### config.mk
export PLATFORM = sky130hd
export DESIGN_NAME = keypad_scanner
export DESIGN_NICKNAME = d
export VERILOG_FILES = /design/src/rtl/keypad_scanner.sv
export SDC_FILE = /design/constraint.sdc
export NUM_CORES = 1
export LEC_CHECK = 0
export ABC_AREA = 0
export BUFFER_PORTS_ARGS = -buffer_cell sky130_fd_sc_hd__buf_2
export CAP_MARGIN = 25
export CORE_MARGIN = 8
export CORE_UTILIZATION = 25
export CTS_CLUSTER_DIAMETER = 50
export DETAILED_ROUTE_END_ITERATION = 16
export PLACE_DENSITY = 0.4
export SKIP_LAST_GASP = 1
export SLEW_MARGIN = 5
export SYNTH_ARGS = -nofsm -noshare
export SYNTH_HDL_FRONTEND = slang
export SYNTH_SLANG_ARGS = --single-unit
### constraint.sdc
create_clock -name clk -period 3 [get_ports clk]
set_input_delay 0.15 -clock clk [delete_from_list [all_inputs] [get_ports clk]]
set_output_delay 0.15 -clock clk [all_outputs]
set_load 0.01 [all_outputs]
### src/rtl/keypad_scanner.sv
// 4x4 matrix keypad scanner: rotates an active-low column strobe, samples the rows,
// debounces whole-scan results and reports newly accepted keys with n-key lockout.
module keypad_scanner #(
  parameter int SCAN_DIV = 65536,
  parameter int DEBOUNCE = 4
) (
  input  logic       clk,
  input  logic       rst,
  input  logic [3:0] row,
  output logic [3:0] col,
  output logic [3:0] key,
  output logic       key_valid,
  output logic       key_held
);

  localparam int CNT_W = (SCAN_DIV > 1) ? $clog2(SCAN_DIV) : 1;
  localparam int STB_W = $clog2(DEBOUNCE + 1);

  typedef enum logic [1:0] {RES_NONE, RES_ONE, RES_MULTI} res_t;

  logic [3:0]       rowMeta, rowS;
  logic [CNT_W-1:0] cnt;
  logic             tick;
  logic [1:0]       colIdx, nextIdx;
  res_t             accKind, mergeKind, scanKind, prevKind;
  logic [3:0]       accCode, mergeCode, scanCode, prevCode;
  logic             scanReady;
  logic [STB_W-1:0] stable, nextStable;
  logic [2:0]       lowCount;
  logic [1:0]       rowIdx;
  logic             same, reach;

  assign tick    = (cnt == CNT_W'(SCAN_DIV - 1));
  assign nextIdx = colIdx + 2'd1;

  always_comb begin
    lowCount = 3'd0;
    rowIdx   = 2'd0;
    for (int i = 0; i < 4; i++) begin
      if (!rowS[i]) begin
        lowCount = lowCount + 3'd1;
        rowIdx   = 2'(i);
      end
    end
  end

  // A hit in a second column, or several rows low at once, makes the whole scan ambiguous.
  always_comb begin
    mergeKind = accKind;
    mergeCode = accCode;
    if (lowCount >= 3'd2 || (lowCount == 3'd1 && accKind != RES_NONE)) begin
      mergeKind = RES_MULTI;
    end else if (lowCount == 3'd1) begin
      mergeKind = RES_ONE;
      mergeCode = {colIdx, rowIdx};
    end
  end

  always_comb begin
    same = (scanKind == prevKind) && (scanKind != RES_ONE || scanCode == prevCode);
    if (!same) begin
      nextStable = STB_W'(1);
      reach      = (DEBOUNCE == 1);
    end else begin
      nextStable = (stable == STB_W'(DEBOUNCE)) ? stable : stable + STB_W'(1);
      reach      = (stable == STB_W'(DEBOUNCE - 1));
    end
  end

  always_ff @(posedge clk or posedge rst) begin
    if (rst) begin
      rowMeta   <= 4'hF;
      rowS      <= 4'hF;
      cnt       <= '0;
      colIdx    <= 2'd0;
      col       <= 4'b1110;
      accKind   <= RES_NONE;
      accCode   <= 4'd0;
      scanKind  <= RES_NONE;
      scanCode  <= 4'd0;
      scanReady <= 1'b0;
    end else begin
      rowMeta   <= row;
      rowS      <= rowMeta;
      scanReady <= 1'b0;
      if (tick) begin
        cnt    <= '0;
        colIdx <= nextIdx;
        col    <= ~(4'b0001 << nextIdx);
        if (colIdx == 2'd3) begin
          scanKind  <= mergeKind;
          scanCode  <= mergeCode;
          scanReady <= 1'b1;
          accKind   <= RES_NONE;
          accCode   <= 4'd0;
        end else begin
          accKind <= mergeKind;
          accCode <= mergeCode;
        end
      end else begin
        cnt <= cnt + CNT_W'(1);
      end
    end
  end

  // Once a key is held, only a debounced empty scan re-arms acceptance (n-key lockout).
  always_ff @(posedge clk or posedge rst) begin
    if (rst) begin
      prevKind  <= RES_NONE;
      prevCode  <= 4'd0;
      stable    <= '0;
      key       <= 4'd0;
      key_valid <= 1'b0;
      key_held  <= 1'b0;
    end else begin
      key_valid <= 1'b0;
      if (scanReady) begin
        stable   <= nextStable;
        prevKind <= scanKind;
        prevCode <= scanCode;
        if (scanKind == RES_ONE && reach && !key_held) begin
          key       <= scanCode;
          key_valid <= 1'b1;
          key_held  <= 1'b1;
        end else if (scanKind == RES_NONE && nextStable == STB_W'(DEBOUNCE)) begin
          key_held <= 1'b0;
        end
      end
    end
  end

endmodule

After elaboration in Yosys (flattened, before gate mapping)

Index checks and enable logic that the tools add are counted.
Widths: inputs -> output; s select.

Input bits: 6
Register bits: 58
Output and inout port bits: 10
Word-level logic and storage cells: 72

Mux-type cells: 23
Eq/ne operators: 10
Magnitude comparators: 1
Shifts and indexed selects: 1
Bitwise operators: 1
Reduce and logical (&&, ||, !) cells: 14
Add/sub/neg operators: 6

Operators by type and width:

| kind                  | count |
|---|---|
| $add 16x1->16 const B | 1 |
| $eq 16x16->1 const B  | 1 |
| $mux 16               | 1 |
| $mux 3                | 5 |
| $add 3x1->3 const B   | 4 |
| $mux 4                | 3 |
| $mux 2                | 5 |
| $mux 1                | 9 |
| $eq 3x3->1 const B    | 2 |
| $reduce_and 2->1      | 3 |
| $logic_and 1x1->1     | 5 |
| $eq 4x4->1            | 1 |
| $not 4->4             | 1 |
| $reduce_bool 2->1     | 2 |
| $shl 1x2->4 const A   | 1 |
| $eq 3x1->1 const B    | 1 |
| $eq 3x2->1 const B    | 1 |
| $ge 3x2->1 const B    | 1 |
| $add 2x1->2 const B   | 1 |
| $eq 2x1->1 const B    | 1 |
| $eq 2x2->1            | 1 |
| $eq 2x2->1 const B    | 1 |
| $logic_not 2->1       | 1 |
| $logic_or 1x1->1      | 2 |
| 2 further kinds       | 2 |

Depth between registers and ports, before layout

Depth after elaboration: 12
Mapped depth: 9
Mapped depth without buffers: 9

Worst setup path after synthesis

OpenSTA, ideal clock, no wires.

Path type: reg2reg
Start point: register rowS[0]
End point: register accCode[3]
Path buffers: 0
Required time: 2874 ps
Path slack: 344 ps
Stages on the path, launching flop included: 9
Arrival: 2530 ps
Cells stage by stage: dfstp_2 inv_1 ha_1 xnor2_1 ha_1 or4b_1 a31oi_4 nor3b_1 a221o_1

Longest elaborated chain between the ends: 12
Elaborated cells on any way between the ends: 14

RTL lines:

| item                                               | RTL line | source |
|---|---|---|
| start, declared                                    | 21       | `logic [3:0] rowMeta, rowS;` |
| start signal, assigned                             | 84       | `rowS <= rowMeta;` |
| $mux 1 *                                           | 40       | `if (!rowS[i]) begin` |
| $add 3x1->3                                        | 41       | `lowCount = lowCount + 3'd1;` |
| $mux 3 *                                           | 40       |  |
| $add 3x1->3                                        | 41       |  |
| $mux 3 *                                           | 40       |  |
| $add 3x1->3                                        | 41       |  |
| $mux 3 *                                           | 40       |  |
| branches (longest 3 deep; another with $ge 3x2->1) | --       |  |
| $mux 4 *                                           | 51       | `if (lowCount >= 3'd2 \|\| (lowCount == 3'd1 && accKind != RES_NONE)) begin` |
| $mux 4 *                                           | 90       | `if (colIdx == 2'd3) begin` |
| end signal, assigned                               | 98       | `accCode <= mergeCode;` |
| end, declared                                      | 26       | `logic [3:0] accCode, mergeCode, scanCode, prevCode;` |

Mark *: on every way between the ends.
A chain may end at the register's enable or synchronous reset.

Worst setup path after layout

Ends and elaborated chain as after synthesis.

==> flow_metrics.env <==
export IMPL_wl_per_cell_um=12.2
export IMPL_grt_max_degree=34
export IMPL_cts_tree="done"
export IMPL_cellLeakagePower_uw=0.00144
export IMPL_ys_ff_latch=58
export IMPL_end_kind="register"
export IMPL_async_flop_share_pct=100
export IMPL_relSlewSlack_pct=53.0
export IMPL_place_congestion=0.705
export IMPL_cts_sinks=58
export IMPL_grt_first_pass_wirelength_um=9180
export IMPL_rr_startpoint="rowS[0]"
export IMPL_grt_pass1_vias=1862
export IMPL_synth_distinct_cells=45
export IMPL_areaGrowthSynthToFinish_pct=17.8
export IMPL_worstRegToRegCells=8
export IMPL_design_area_sq_um=3170
export IMPL_post_cts_buffers=0
export IMPL_cts_buffers=9
export IMPL_synthFlopType="dfrtp_1"
export IMPL_drc=0
export IMPL_drt_first_pass_iters=4
export IMPL_worstHoldStart="rowMeta[2]"
export IMPL_r2r_slack_ns=0.20
export IMPL_dp_cells=384
export IMPL_placed_cell_area_sq_um=2930
export IMPL_fp_row_count=38
export IMPL_cts_root_buf="clkbuf_8"
export IMPL_hold_end="rowS[2]"
export IMPL_report_final_setup_viol=0
export IMPL_worst_ir_drop_vdd_v=0.000162
export IMPL_critPathKind="register to register"
export IMPL_synth_edf_count=0
export IMPL_synth_area_sq_um=2690
export IMPL_io_pins=16
export IMPL_antenna_found_initial=0
export IMPL_finalHoldViolations=0
export IMPL_die_h_um=120
export IMPL_antenna_cells=0
export IMPL_insertion_delay_ns=0.33
export IMPL_max_freq_mhz=357
export IMPL_rsz0062_at_grt="false"
export IMPL_htreeDepth=3
export IMPL_grt_ovfl_total=0
export IMPL_layout_nets=278
export IMPL_power_per_cell_area_nw_per_um2=495
export IMPL_finalMaxSlewViolations=0
export IMPL_viasPerCell=4.23
export IMPL_maxCapViolCount=0
export IMPL_postSynthAreaPerCell_sq_um=11.6
export IMPL_clk_path_buf_depth=2
export IMPL_nFillCells=1137
export IMPL_core_sq_um=10700
export IMPL_fin_crit_sh_pct=93.4
export IMPL_r2r_end="accCode[3]"
export IMPL_yosysSeqAreaShare_pct=54.5
export IMPL_die_area_sq_um=14300
export IMPL_ant_nets=0
export IMPL_initial_core_util_pct=25.3
export IMPL_port_buffers=15
export IMPL_fin_ws_ns=0.197
export IMPL_synthCells=232
export IMPL_regArea_sq_um=1470
export IMPL_drt_iter0_drc=80
export IMPL_via_count=1708
export IMPL_tightest_slew_ns=0.703
export IMPL_worstSetupStartpointType="register"
export IMPL_drive_above_1_share_pct=22.7
export IMPL_place_ws_ns=0.178
export IMPL_synth_nets=250
export IMPL_die_w_um=120
export IMPL_worstPathRequired_ns=3.22
export IMPL_wirelength_um=4930
export IMPL_clkTransAtPathRegs_ns=0.06
export IMPL_cts_repair_resized=0
export IMPL_cp_arrival_ns=3.02
export IMPL_synth_warnings=0
export IMPL_outcome="finished, final reports clean"
export IMPL_finClkSkew_ns=0.00701
export IMPL_multi_input_area_sq_um=1150
export IMPL_path_max_fanout=7
export IMPL_period_needed_ns=2.80
export IMPL_hp_class="register to register"
export IMPL_stdcell_count=404
export IMPL_cts_hold_buf=5
export IMPL_setup_tns_ns=0
export IMPL_post_dp_hpwl_um=3490
export IMPL_hold_depth=0
export IMPL_grt_usage_pct=7.97
sequential cells by signal, summed over array words and instances, names as in the netlist:
signal / count
accCode: 4
accKind: 2
cnt: 16
col: 4
colIdx: 2
key: 4
key_held: 1
key_valid: 1
prevCode: 4
prevKind: 2
rowMeta: 4
rowS: 4
scanCode: 4
scanKind: 2
scanReady: 1
stable: 3
cell families after synthesis:
kind of cell,after synthesis,synth area share (%)
AO/OA/AOI/OAI,38,9.44
XOR/XNOR,23,8.00
adder cells (fa/ha/maj),12,5.58
buffers and inverters,18,2.88
flip-flops,58,54.5
multiplexers,12,4.93
AND/OR/NAND/NOR,71,14.7
stage by stage:
step / power [uW] / hold WS (ns) / utilization [%]
floorplan: 875 / 0.154 / -
global placement: 896 / 0.258 / 27.5
detailed placement: 896 / 0.256 / 27.5
CTS: 1600 / 0.356 / 29.8
global route: 1650 / 0.362 / 29.8
finish: 1570 / 0.355 / 29.8
power by group:
group          leakage, uW  switching [uW]  internal (uW)  total (uW)
combinational     0.000582            51.5           35.7        87.2
sequential        0.000758            4.65            792         797
clock             0.000101             301            383         684
total              0.00144             357           1210        1570
cell usage after synthesis (all sizes together), types with 3 or more instances:
| master | number | area (sq um) |
|---|---|---|
| nand2 | 21 | 78.8 |
| xnor2 | 18 | 158 |
| and4 | 4 | 35.0 |
| and2 | 5 | 31.3 |
| buf | 3 | 21.3 |
| o31ai | 3 | 22.5 |
| clkbuf | 3 | 11.3 |
| o21ai | 17 | 88.8 |
| nand3 | 6 | 30.0 |
| xor2 | 4 | 35.0 |
| dfstp | 11 | 289 |
| ha | 12 | 150 |
| and3 | 3 | 23.8 |
| a22o | 3 | 26.3 |
| nor2 | 12 | 45.0 |
| inv | 12 | 45.0 |
| mux2 | 10 | 113 |
| a21oi | 7 | 35.0 |
| dfrtp | 47 | 1180 |
| nor3 | 5 | 25.0 |
worst max-delay path by stage:
stage	start	end	slack (ns)	cells past startpoint
global placement	rowS[0]	accCode[3]	0.22	8
floorplan	rowS[0]	accCode[3]	0.34	8
detailed placement	rowS[0]	accCode[3]	0.18	8
finish	rowS[0]	accCode[3]	0.20	8
CTS	rowS[0]	accCode[3]	0.17	8
global route	rowS[0]	accCode[3]	0.02	8
cell type report:
class	count	share of cell area, %
inverter	12	1.42
sequential	58	46.2
clock buffer	13	5.65
multi-input combinational	156	36.2
timing repair buffer	23	4.66
tap	140	5.53
clock inverter	2	0.316
placed cells by master (no fill, tap or decap), drive strengths merged, types with 2 or more instances in the layout:
cell type and instances:
inv 12, o21ai 17, and2 5, mux2 10, nor4 2, a221o 2, dfrtp 47, a22o 3
nand3 6, mux2i 2, buf 18, and4 4, nand2 21, nand3b 2, nor3 5, or3 2
o31ai 3, and3 3, nor2 12, clkbuf 13, ha 12, a21oi 7, clkinv 2, nand4 2
dfstp 11, or4 2, xnor2 18, dlygate4sd3 5, xor2 4
critical path: stages (launching register included):
cell,delay [ns]
dfstp_2,0.53
inv_1,0.04
ha_1,0.35
xnor2_1,0.25
ha_1,0.28
or4b_1,0.57
a31oi_4,0.33
nor3b_1,0.09
a221o_1,0.26
metal layers:
layer  up-vias  GRT usage [%]  wire length (um)
met1       820           10.0              2430
li1        860              -                 -
met5         -              0                 0
met2        20           11.9              2210
met4         0           3.28                78
met3         8           3.29               206
Note: power is estimated with default switching activity, not from simulation.
